==> config.mk <==
export PLATFORM = sky130hd
export DESIGN_NAME = display_scan_controller
export DESIGN_NICKNAME = d
export VERILOG_FILES = /design/src/rtl/display_pkg.sv /design/src/rtl/slot_counter.sv /design/src/rtl/display_scan_controller.sv
export SDC_FILE = /design/constraint.sdc
export NUM_CORES = 1
export LEC_CHECK = 0
export BUFFER_PORTS_ARGS = -buffer_cell sky130_fd_sc_hd__buf_4
export CORE_MARGIN = 1.5
export CORE_UTILIZATION = 63
export DETAILED_ROUTE_END_ITERATION = 8
export GPL_ROUTABILITY_DRIVEN = 1
export MAX_ROUTING_LAYER = met4
export PLACE_DENSITY = 0.84
export SETUP_SLACK_MARGIN = 0.02
export SYNTH_ARGS = -nofsm -noshare
export SYNTH_HDL_FRONTEND = slang
export SYNTH_HIERARCHICAL = 1
export SYNTH_SLANG_ARGS = --single-unit
==> constraint.sdc <==
create_clock -name clk -period 5.6 [get_ports clk]
set_clock_uncertainty 0.1 [all_clocks]
set_input_delay 1.12 -clock clk [delete_from_list [all_inputs] [get_ports clk]]
set_output_delay 1.12 -clock clk [all_outputs]
set_load 0.01 [all_outputs]
==> src/rtl/display_pkg.sv <==
// Shared types and constants for the seven-segment scan path.
package display_pkg;

  localparam int unsigned NUM_DIGITS = 4;

  typedef logic [NUM_DIGITS-1:0] digit_sel_t;

  localparam digit_sel_t SEL_FIRST  = 4'b0001;
  localparam digit_sel_t ANODES_OFF = 4'b1111;

  typedef enum logic [1:0] {
    BLANK,
    SHOW,
    HOLD
  } scan_state_t;

  function automatic logic is_onehot(digit_sel_t v);
    return (v != '0) && ((v & (v - 1'b1)) == '0);
  endfunction

  function automatic digit_sel_t rotate_left(digit_sel_t v);
    return {v[NUM_DIGITS-2:0], v[NUM_DIGITS-1]};
  endfunction

endpackage

==> src/rtl/slot_counter.sv <==
// Modulus-MODULUS up-counter with synchronous clear and terminal-count flag.
module slot_counter #(
  parameter int unsigned MODULUS = 8,
  localparam int unsigned WIDTH  = (MODULUS > 1) ? $clog2(MODULUS) : 1
) (
  input  logic             clk,
  input  logic             rst_n,
  input  logic             inc,
  input  logic             clr,
  output logic [WIDTH-1:0] count,
  output logic             tc
);

  localparam logic [WIDTH-1:0] LAST = WIDTH'(MODULUS - 1);

  assign tc = (count == LAST);

  always_ff @(posedge clk or negedge rst_n) begin
    if (!rst_n) begin
      count <= '0;
    end else if (clr) begin
      count <= '0;
    end else if (inc) begin
      count <= tc ? '0 : count + 1'b1;
    end
  end

endmodule

==> src/rtl/display_scan_controller.sv <==
// Time-multiplexed 4-digit scan: rotating one-hot selector, blanked active-low
// anodes and a frame-start strobe on each wrap back to digit 0.
module display_scan_controller
  import display_pkg::*;
#(
  parameter int unsigned DWELL_CYCLES = 100_000,
  parameter int unsigned BLANK_CYCLES = 2_000
) (
  input  logic                  clk,
  input  logic                  rst_n,
  input  logic                  en,
  input  logic [NUM_DIGITS-1:0] digit_enable,
  output logic [NUM_DIGITS-1:0] selector,
  output logic [NUM_DIGITS-1:0] anode_n,
  output logic                  frame_start
);

  localparam int unsigned CW = (DWELL_CYCLES > 1) ? $clog2(DWELL_CYCLES) : 1;
  // Last count of the blank window; the anode register loads here for the first lit cycle.
  localparam logic [CW-1:0] SHOW_FROM = CW'(BLANK_CYCLES - 1);

  if (BLANK_CYCLES < 1 || BLANK_CYCLES >= DWELL_CYCLES) begin : g_bad_params
    $error("display_scan_controller: need 1 <= BLANK_CYCLES < DWELL_CYCLES");
  end

  scan_state_t           state;
  logic [NUM_DIGITS-1:0] sel_q;
  logic [NUM_DIGITS-1:0] mask_q;
  logic [NUM_DIGITS-1:0] anode_q;
  logic                  fs_q;

  logic [CW-1:0]         count;
  logic                  tc;
  logic                  sel_ok;
  logic                  cnt_inc;
  logic                  cnt_clr;
  logic [NUM_DIGITS-1:0] mask_eff;

  assign sel_ok  = is_onehot(sel_q);
  assign cnt_inc = sel_ok && en && (state != HOLD);
  assign cnt_clr = !sel_ok || (en && (state == HOLD));

  // The mask is captured in the slot's first cycle; bypass it when lighting right after.
  assign mask_eff = (count == '0) ? digit_enable : mask_q;

  slot_counter #(
    .MODULUS(DWELL_CYCLES)
  ) u_slot_counter (
    .clk  (clk),
    .rst_n(rst_n),
    .inc  (cnt_inc),
    .clr  (cnt_clr),
    .count(count),
    .tc   (tc)
  );

  always_ff @(posedge clk or negedge rst_n) begin
    if (!rst_n) begin
      state   <= BLANK;
      sel_q   <= SEL_FIRST;
      mask_q  <= '0;
      anode_q <= ANODES_OFF;
      fs_q    <= 1'b0;
    end else begin
      fs_q    <= 1'b0;
      anode_q <= ANODES_OFF;
      if (!sel_ok) begin
        state <= BLANK;
        sel_q <= SEL_FIRST;
      end else if (!en) begin
        state <= HOLD;
      end else begin
        unique case (state)
          HOLD: state <= BLANK;
          BLANK, SHOW: begin
            if (count == '0) begin
              mask_q <= digit_enable;
            end
            if (tc) begin
              state <= BLANK;
              sel_q <= rotate_left(sel_q);
              fs_q  <= sel_q[NUM_DIGITS-1];
            end else if (count >= SHOW_FROM) begin
              state   <= SHOW;
              anode_q <= ~(sel_q & mask_eff);
            end
          end
          default: state <= BLANK;
        endcase
      end
    end
  end

  assign selector    = sel_q;
  assign anode_n     = anode_q;
  assign frame_start = fs_q;

endmodule

==> flow_summary.yaml <==
yosys:
  synth_top_family_by_area: "simple AND/OR/NAND/NOR gates"
  async_flop_share: 1.00
  synth_top_area_frac: 0.377
  synthSimpleGateAreaFrac: 0.274
  yosys_warnings: 6
  synth_edf_count: 0
  ys_ff_latch: 32
  syn_area_um2: 1790
  avgSynthCellArea_um2: 10.5
  synth_fa_ha_area_frac: 0.00698
  muxShareOfSynthArea: 0.0307
  synthCells: 171
  yosys.area_share.xor_xnor: 0.0440
  synth-compound-area-share: 0.165
  synth_nets: 179
  synth_seq_area_share: 0.450
  synth_top_area_cell: "dfrtp_1"
  synth_flop_cell: "dfrtp_1"
  synth.distinct_cells: 54
  synth_area_leaders: "dfrtp_1 38%, dfstp_2 7.3%, nor2_1 2.7%"
final_layout:
  final_cell_mix: "27 x dfrtp_1, 16 x buf_4, 13 x nor2_1, 11 x nand2_1, 8 x a21oi_1"
  nNetsFinal: 195
  drive_above_1_share: 0.250
  fin_cells: 219
  layout_commonest_cell: "dfrtp_1"
  area_growth_pct: 10.7
  diodes: 0
timing:
  min_period_ns: 3.38
  holdWs_ns: 0.410
  setup_viol: 0
  drv_slew: 0
  fin_ws_ns: 2.22
  post-route-period-util: 0.603
  worst_slew_pin_slew_ns: 1.22
  max_freq_mhz: 296
  rsz0062_at_grt: "no"
  hold_viol: 0
  timing.setup.tns_ns: 0
  maxSlewHeadroom: 0.181
clocking:
  clock-root-buffer: "clkbuf_4"
  hold_buffers: 0
  cts.repair.resized: 0
  clock_path_buffers: 2
  htree_levels: 2
  cts_tree: "yes"
  clk_pin_slew_ns: 0.10
  cts_setup_buffers: 0
  clkLatencyLatePin_ns: 0.35
  cts_buffers: 5
  cts_sinks: 32
floorplanning:
  rows: 19
  die_area_um2: 3170
  start_util: 0.656
  die_w_um: 56.3
  io_pins: 16
  die_y_um: 56.3
  coreArea_um2: 2730
worst_setup_path:
  crit_fanout: 11
  arrival_ns: 3.54
  startpoint: "selector[2]$_DFFE_PN0P_"
  cp-start-kind: "flop"
  critPathKind: "reg2reg"
  worstPathRequired_ns: 5.77
  r2r-start: "selector[2]$_DFFE_PN0P_"
  end_kind: "flop"
placed_design:
  place_hpwl_um: 2480
  place_inst: 211
  post-place-ws_ns: 2.16
  port-buffer-count: 15
  gp_congestion: 0.877
job:
  cap_violations: 0
global_routing:
  grt_max_degree: 33
  overflow: 0
  grt_pass1_vias: 1381
  antenna_found_initial: 0
  grt_first_pass_wirelength_um: 6530
  grt_usage: 0.274
hold_path:
  hp-start: "mask_q[3]$_DFFE_PN0P_"
  hp-class: "reg2reg"
detailed_routing:
  num_vias: 1454
  post_drt_wl_per_cell_um: 16.7
  via_per_inst: 6.64
  drc: 0
  drt_iter0_drc: 97
  wirelength_um: 3660
  firstDrtPassIters: 4
  antenna_left: 0
power_and_ir_drop:
  p_leak_nw: 0.790
  p_per_area_nw_per_um2: 251
  ir_drop_uv: 199
run_status:
  status: "completed"
-- power breakdown --
group	internal [mW]	leakage, nW	switching [mW]
combinational	0.0302	0.332	0.0315
sequential	0.247	0.416	0.0131
clock	0.0935	0.0422	0.0821
-- final timing paths --
kind,end,depth (start not counted),slack (ns)
worst max-delay path,u_slot_counter/count[15]$_DFFE_PN0P_,7,2.22
worst min-delay path,mask_q[3]$_DFFE_PN0P_,1,0.41
worst max register to register,u_slot_counter/count[15]$_DFFE_PN0P_,7,2.22
worst min register to register,mask_q[3]$_DFFE_PN0P_,1,0.41
max in group asynchronous,anode_n[1]$_DFF_PN1_,1,4.49
min in group asynchronous,selector[3]$_DFFE_PN0P_,1,0.59
-- synthesized netlist by cell type (2+ instances only) --
| cell | number |
|---|---|
| dfrtp_1 | 27 |
| nor2_1 | 13 |
| nand2_1 | 11 |
| a21oi_1 | 8 |
| nand3_1 | 7 |
| nor4_1 | 7 |
| and3_1 | 5 |
| dfstp_2 | 5 |
| xnor2_1 | 5 |
| a21boi_0 | 4 |
| and4_1 | 4 |
| buf_2 | 4 |
| mux2_2 | 4 |
| nor4b_1 | 4 |
| o211ai_1 | 4 |
| o21ai_0 | 4 |
| xor2_1 | 4 |
| buf_4 | 3 |
| inv_1 | 3 |
| nand4_1 | 3 |
| o41ai_1 | 3 |
| a21o_1 | 2 |
| nand2b_1 | 2 |
| nand3b_1 | 2 |
| nor2b_1 | 2 |
| nor3_1 | 2 |
| or3b_1 | 2 |
-- critical path, cell delays in order (launching register included) --
cell and delay (ns):
dfrtp_1 0.45, nor4b_1 0.41, a211oi_2 0.20, a211oi_1 1.03
o2111ai_4 0.27, nor3_2 0.31, or3b_1 0.38, a21oi_1 0.14
-- layout make-up --
cell class | instances | area, um^2
clock buffers | 6 | 41.3
well taps | 31 | 38.8
clock inverters | 2 | 35.0
fillers | 188 | 748
multi-input cells | 129 | 932
inverters | 3 | 11.3
repair buffers | 16 | 120
flip-flops and latches | 32 | 807
-- per-layer routing --
layer / track usage / share of wire / up-vias
met1: 0.330 / 0.43 / 723
met2: 0.430 / 0.51 / 43
li1: - / - / 681
met5: - / 0 / -
met4: 0.122 / 0.013 / 0
met3: 0.0760 / 0.053 / 7
-- flip-flops by register name (all words and copies together) (netlist names) --
name and cells:
u_slot_counter/count 17, anode_n 4, mask_q 4, selector 4
state 2, frame_start 1
-- cell families after synthesis --
family	count (synthesis)
compound gates	37
xor+xnor	9
fa+ha+maj	1
buf+inv	10
flops	32
mux	5
simple gates	77
-- metrics by stage --
step | power [mW] | utilization | area (um^2)
final | 0.498 | 0.726 | 1990
after CTS | 0.500 | 0.726 | 1990
after global routing | 0.518 | 0.726 | 1990
after floorplan | 0.309 | - | 1790
after detailed placement | 0.326 | 0.698 | 1910
after global placement | 0.322 | 0.698 | 1910
Power figures use the tool's default switching activity.
